**src/rtl/debounce_multi.sv**
```systemverilog
// N-channel button/switch debouncer: per-channel synchronizer plus stability counter,
// with rise/fall pulses. Optional long-press detector is enabled with `define LONG_PRESS_EN.

module debounce_ch #(
  parameter int STABLE_CYCLES = 500000,
  parameter int SYNC_STAGES   = 2,
  parameter int LONG_CYCLES   = 50000000
) (
  input  logic clk,
  input  logic rst_n,
  input  logic pb,
  output logic db,
  output logic rise,
  output logic fall,
  output logic lng
);
  localparam int CW = $clog2(STABLE_CYCLES);

  logic [SYNC_STAGES-1:0] sync_q;
  logic [CW-1:0]          cnt;
  logic                   sync;
  logic                   flip;

  assign sync = sync_q[SYNC_STAGES-1];
  assign flip = (sync != db) && (cnt == CW'(STABLE_CYCLES - 1));

  always_ff @(posedge clk or negedge rst_n) begin
    if (!rst_n) begin
      sync_q <= '0;
      cnt    <= '0;
      db     <= 1'b0;
      rise   <= 1'b0;
      fall   <= 1'b0;
    end else begin
      sync_q <= {sync_q[SYNC_STAGES-2:0], pb};
      rise   <= flip & sync;
      fall   <= flip & ~sync;
      // Any sample that agrees with the current level restarts qualification
      if (sync == db) begin
        cnt <= '0;
      end else if (flip) begin
        db  <= sync;
        cnt <= '0;
      end else begin
        cnt <= cnt + 1'b1;
      end
    end
  end

`ifdef LONG_PRESS_EN
  localparam int LW = $clog2(LONG_CYCLES);

  logic [LW-1:0] hcnt;
  logic          fired;

  // fired keeps the saturated counter from re-triggering within one press
  always_ff @(posedge clk or negedge rst_n) begin
    if (!rst_n) begin
      hcnt  <= '0;
      fired <= 1'b0;
      lng   <= 1'b0;
    end else if (!db) begin
      hcnt  <= '0;
      fired <= 1'b0;
      lng   <= 1'b0;
    end else begin
      lng <= 1'b0;
      if (hcnt != LW'(LONG_CYCLES - 1)) begin
        hcnt <= hcnt + 1'b1;
      end else if (!fired) begin
        lng   <= 1'b1;
        fired <= 1'b1;
      end
    end
  end
`else
  assign lng = 1'b0;
`endif

endmodule

module debounce_multi #(
  parameter int N_CH          = 4,
  parameter int STABLE_CYCLES = 500000,
  parameter int SYNC_STAGES   = 2,
  parameter int LONG_CYCLES   = 50000000
) (
  input  logic            clk,
  input  logic            rst_n,
  input  logic [N_CH-1:0] pb_in,
  output logic [N_CH-1:0] db_out,
  output logic [N_CH-1:0] rise_pulse,
  output logic [N_CH-1:0] fall_pulse,
  output logic [N_CH-1:0] long_pulse
);
  if (STABLE_CYCLES < 2 || SYNC_STAGES < 2 || LONG_CYCLES < 2) begin : g_param_err
    $error("debounce_multi: STABLE_CYCLES, SYNC_STAGES and LONG_CYCLES must be >= 2");
  end

  for (genvar i = 0; i < N_CH; i++) begin : g_ch
    debounce_ch #(
      .STABLE_CYCLES(STABLE_CYCLES),
      .SYNC_STAGES  (SYNC_STAGES),
      .LONG_CYCLES  (LONG_CYCLES)
    ) u_ch (
      .clk  (clk),
      .rst_n(rst_n),
      .pb   (pb_in[i]),
      .db   (db_out[i]),
      .rise (rise_pulse[i]),
      .fall (fall_pulse[i]),
      .lng  (long_pulse[i])
    );
  end

endmodule

```
**config.mk**
```make
export PLATFORM = sky130hd
export DESIGN_NAME = debounce_multi
export DESIGN_NICKNAME = d
export VERILOG_FILES = /design/src/rtl/debounce_multi.sv
export SDC_FILE = /design/constraint.sdc
export NUM_CORES = 1
export LEC_CHECK = 0
export ABC_AREA = 1
export ABC_CLOCK_PERIOD_IN_PS = 1500
export CELL_PAD_IN_SITES_DETAIL_PLACEMENT = 1
export CELL_PAD_IN_SITES_GLOBAL_PLACEMENT = 2
export CORE_MARGIN = 1
export CORE_UTILIZATION = 37
export CTS_CLUSTER_DIAMETER = 40
export DETAILED_ROUTE_END_ITERATION = 10
export PLACE_DENSITY = 0.89
export SKIP_CTS_REPAIR_TIMING = 1
export SLEW_MARGIN = 40
export SYNTH_ARGS = -nofsm -noshare
export SYNTH_HDL_FRONTEND = slang
export SYNTH_SLANG_ARGS = --single-unit
```
**constraint.sdc**
```tcl
create_clock -name clk -period 1.5 [get_ports clk]
set_clock_uncertainty 0.05 [all_clocks]
set_input_delay 0.15 -clock clk [delete_from_list [all_inputs] [get_ports clk]]
set_output_delay 0.15 -clock clk [all_outputs]
set_load 0.01 [all_outputs]
```
======== Word level (Yosys, flattened, before mapping) ========
Cells that the tools add are included.
operators by class
  multiplexer cells ....................... 8
  equal/unequal tests ..................... 12
  reductions and logical operators ........ 8
  bitwise logic cells ..................... 16
  add/sub/neg operators ................... 4
operators with widths
  operator                                       count
  2-to-1 mux 19 bit                              8
  adder 19 x 1 -> 19 bit, second input constant  4
  equality test 19 bit, second input constant    4
  bitwise AND 1 bit                              8
  NOT 1 bit                                      8
  AND reduction 2 bit                            4
  equality test 1 bit                            4
  logical AND 1 bit                              4
  != test 1 bit                                  4
word-level totals
  register bits ........................... 96
  bits of input ports ..................... 6
  word-level logic and storage cells ...... 68
  output and inout bits ................... 16

======== Longest topological paths before layout ========
  depth in word-level cells ............... 4
  depth in mapped cells ................... 10
  depth with buffers taken out ............ 10

======== By module ========
Synthesis repeated with hierarchy kept, for this count alone.
second synthesis, totals
  cell total of the unflattened synthesis .. 700
  area total of the unflattened synthesis .. 5205.0 um^2
by module, submodules not included
  module       sequential area each (um^2)  area each (um^2)  instances  cells each
  debounce_ch  600.6                        1301.2            4          175

======== Worst setup path before layout ========
OpenSTA, ideal clock, no wires.
  path type ............................... reg2reg
  start point ............................. reg g_ch[0].u_ch.cnt[0]
  end point ............................... reg g_ch[0].u_ch.cnt[12]
  data required time ...................... 1.331 ns
  setup time .............................. 0.119 ns
  stages on the path, launching flop included .. 8
  slack ................................... 0.172 ns
  clock period less this slack ............ 1.328 ns
  buffers on the path ..................... 0
  arrival time ............................ 1.159 ns
  cell sequence ........................... dfrtp_1 > ha_1 > nand2_1 > nor2_1 > nand2_2 > nor2_4 > xnor2_1 > nor2_2
on the way
  cells in the longest elaborated chain, start to end .. 4
  elaborated cells between the ends (all ways) .. 5
  those cells by class .................... 1 x add/sub; 1 x eq/ne; 2 x mux; 1 x reduce/logical
ends and longest elaborated chain
  what                                                            RTL line  source
  start, declared                                                 20        logic [CW-1:0] cnt;
  start signal, assigned                                          45        cnt <= cnt + 1'b1;
  branches (longest 2 deep; another with adder 19 x 1 -> 19 bit)  -
  2-to-1 mux 19 bit (*)                                           41        end else if (flip) begin
  2-to-1 mux 19 bit (*)                                           39        if (sync == db) begin
Every way passes the cells marked *.
A chain may end at the register's enable or synchronous reset.

======== Worst setup path in the final report ========
  start point ............................. reg g_ch[3].u_ch.cnt[1]
  end point ............................... reg g_ch[3].u_ch.cnt[16]
on the way
  cells in the longest elaborated chain, start to end .. 4
  elaborated cells between the ends (all ways) .. 5
  those cells by class .................... 1 x add/sub; 1 x eq/ne; 2 x mux; 1 x reduce/logical
ends and longest elaborated chain
  what                                                            RTL line
  start, declared                                                 20
  start signal, assigned                                          45
  branches (longest 2 deep; another with adder 19 x 1 -> 19 bit)  -
  2-to-1 mux 19 bit (*)                                           41
  2-to-1 mux 19 bit (*)                                           39
Marks and branches as above.

==> flow_summary_export.csv <==
group,metric,value,unit
status,outcome,"finished, violations left",
status,violations,"setup timing",
setup_path,reg2reg_depth,9,
sta,final_max_slew_viol_count,0,
finish,finalNetCount,733,
drt,viasPerCell,4.858,
finish,fin_util,46.58,%
floorplanning,initial_utilization,37.85,%
synthesis,ys_seq_elements,96,
setup_path,reg2reg_to,"g_ch[3].u_ch.cnt[16]",
synthesis,synth_edf_count,0,
drt,ant_nets,0,
drt,drc,0,
floorplanning,fp.dieArea,0.01463,mm²
sta,worst_pin_slew,0.5456,ns
synthesis,synth-async-reset-ratio,100.0,%
sta,post-route-min-period,1.516,ns
synthesis,synth_top_area_cell,"dfrtp_1",
hold_path,hp-start,"pb_in[1]",
finish,syn_to_final_growth,23.05,%
placement,dp_hpwl,9.327,mm
run,maxCapViolCount,0,
floorplanning,row_count,43,
power_and_ir_drop,ir_drop,0.6418,mV
power_and_ir_drop,total_leakage_power,2.911,nW
sta,tns,-0.01565,ns
drt,routedWlPerCell,14.70,µm
cts,clk_pin_slew,0.07,ns
global_route,grt_pass1_wl,21.56,mm
synthesis,syn_avg_cell_area,7.823,µm²
cts,cts_sinks,96,
cts,clock_latency,0.35,ns
drt,first_iter_violations,207,
finish,diodes,0,
cts,clockBufferDepth,2,
setup_path,cp_max_fo,3,
setup_path,crit_path_end_kind,"flop",
placement,port_buffers,17,
sta,fmax,0.6598,GHz
cts,h-tree-depth,3,
sta,setup_violations,1,
floorplanning,die_w,120.9,µm
setup_path,arrival,1.71,ns
finish,final_cell_mix,"nor2_1 (139), nand2_1 (117), dfrtp_1 (93)",
cts,cts_buffers,9,
finish,final_common_cell,"nor2_1",
global_route,grt_overflow_total,0,
hold_path,hold_path.class,"in -> reg",
drt,via_count,4411,
global_route,track_usage,18.79,%
power_and_ir_drop,p_int,0.004211,W
global_route,antenna_found_initial,0,
floorplanning,io_pins,22,
finish,layout-drive-gt1-share,23.08,%
global_route,grt_max_degree,97,
synthesis,synthTopCellsByArea,"dfrtp_1 (46%), nor2_1 (11%), nand2_1 (9.3%)",
cts,cts_tree,"yes",
drt,drt_wl_total,13.35,mm
setup_path,start_kind,"flop",
power_and_ir_drop,power_per_cell_area,843.2,mW/mm²
hold_path,worstHoldEndpoint,"g_ch[1].u_ch.sync_q[0]",
setup_path,critical_path_required,1.70,ns
floorplanning,dieHeight,120.9,µm
sta,period_share,101.0,%
global_route,grt_pass1_vias,4537,
setup_path,rrSetupSlack,-0.02,ns
cts,root_buffer,"clkbuf_16",
power_and_ir_drop,seq_power_share,48.9,%
drt,drt_pass1_iterations,5,
synthesis,synthCells,669,
synthesis,yosysTopAreaCellShare,45.90,%
sta,hold_violations,0,
hold_path,min_path_cells,1,
synthesis,ys_seq_area_share,45.90,%
synthesis,syn_area,0.005234,mm²
synthesis,synth_cell_type_count,30,
setup_path,criticalPathCategory,"reg -> reg",
synthesis,ys_warn_count,0,
sta,maxSlewHeadroom,63.63,%
sta,rsz0062_at_grt,"yes",
floorplanning,coreArea,0.01383,mm²
placement,globalplace.congestion,0.8246,
power_and_ir_drop,clockPowerShare,46.4,%
power_and_ir_drop,p_comb_share,4.7,%
power_and_ir_drop,p_sw,0.001219,W
power_and_ir_drop,sw_frac_of_total,22.45,%
synthesis,synthFlopType,"dfrtp_1",
sta,setup_ws,-0.01565,ns
setup_path,reg2reg_from,"g_ch[3].u_ch.cnt[1]",
[logic make-up (layout without fill, tap and decap cells)]
family	after synthesis	count (layout)	synth area share [%]
and+or+nand+nor	404	406	35.31
AOI/OAI and AO/OA	27	27	2.869
adders and majority gates	4	4	0.9563
xor gates and xnor gates	36	36	6.025
DFF	96	96	45.90
other	1	4	0.07165
buffers and inverters	101	155	8.869
[through the flow]
| step | instances | cell area (µm²) | power, W | hold slack (ns) | setup WS (ns) |
|---|---|---|---|---|---|
| 2_1_floorplan | 672 | 5245 | 0.002798 | -0.1956 | 0.1719 |
| 3_3_place_gp | 876 | 5697 | 0.002901 | 0.2005 | 0.04779 |
| 3_5_place_dp | 876 | 5697 | 0.002913 | 0.2065 | -0.06327 |
| 4_1_cts | 892 | 6018 | 0.005451 | -0.1678 | -0.1146 |
| 5_1_grt | 908 | 6440 | 0.005623 | 0.1758 | -0.1239 |
| 6_report | 908 | 6440 | 0.005430 | 0.1852 | -0.01565 |
[Yosys cell counts, types with 3 or more instances]
master and number:
nor2_2 21, nor3_1 5, buf_6 3, nand2_1 129, xor2_1 21, a21oi_1 4, o21bai_1 4, nor2_1 156
dfrtp_1 96, nand4_1 8, inv_1 77, and2_1 3, ha_1 4, nand3_1 47, o21ai_0 10, buf_4 16
inv_2 3, xnor2_1 15, o21ai_1 6, nor2_4 12, nand2_2 16
[worst max path at each step]
stage                        startpoint              endpoint  slack, ns
detailed placement  g_ch[3].u_ch.cnt[0]       g_ch[3].u_ch.db      -0.06
global placement    g_ch[1].u_ch.cnt[0]   g_ch[1].u_ch.cnt[5]       0.05
CTS                     g_ch[1].u_ch.db             db_out[1]      -0.11
global route        g_ch[3].u_ch.cnt[1]  g_ch[3].u_ch.cnt[16]      -0.12
finish              g_ch[3].u_ch.cnt[1]  g_ch[3].u_ch.cnt[16]      -0.02
floorplan           g_ch[0].u_ch.cnt[0]  g_ch[0].u_ch.cnt[12]       0.17
[worst max-delay path, cell delays in order, from the launching register on]
cell     delay [ns]
dfrtp_1        0.36
ha_2           0.22
nand2_4        0.07
buf_4          0.15
nor2_4         0.14
nand2_4        0.09
nor2_4         0.12
nand2_1        0.06
nor2_1         0.09
nor2_1         0.05
[registers in the layout, summed over array words and instances (netlist names)]
register / cells
g_ch.u_ch.cnt: 76
g_ch.u_ch.db: 4
g_ch.u_ch.fall: 4
g_ch.u_ch.rise: 4
g_ch.u_ch.sync_q: 8
[power groups by stage]
| stage | Sequential (W) | Clock, W | Combinational [W] |
|---|---|---|---|
| after floorplan | 0.00269 | 0 | 0.000105 |
| after global placement | 0.00270 | 0 | 0.000205 |
| after detailed placement | 0.00270 | 0 | 0.000214 |
| after global routing | 0.00266 | 0.00268 | 0.000289 |
| after CTS | 0.00265 | 0.00259 | 0.000215 |
| final | 0.00266 | 0.00252 | 0.000256 |
[cell type report]
cell class                      instances  area, µm²
Multi-Input combinational cell        477       2656
Tap cell                              180      225.2
Sequential cell                        96       2406
Fill cell                            1659       7387
Inverter                               80      304.0
Clock inverter                          6      82.58
Timing Repair Buffer                   59      526.8
Clock buffer                           10      239.0
[layer usage]
metal | wire (µm) | share of wire, % | global-route usage (%) | up-vias
met1 | 5988 | 45 | 23.89 | 2178
met3 | 366 | 2.7 | 3.806 | 22
met5 | 0 | 0 | 0 | -
met2 | 6829 | 51 | 32.29 | 59
met4 | 167 | 1.3 | 5.093 | 0
li1 | - | - | - | 2152
Power figures use the tool's default switching activity.
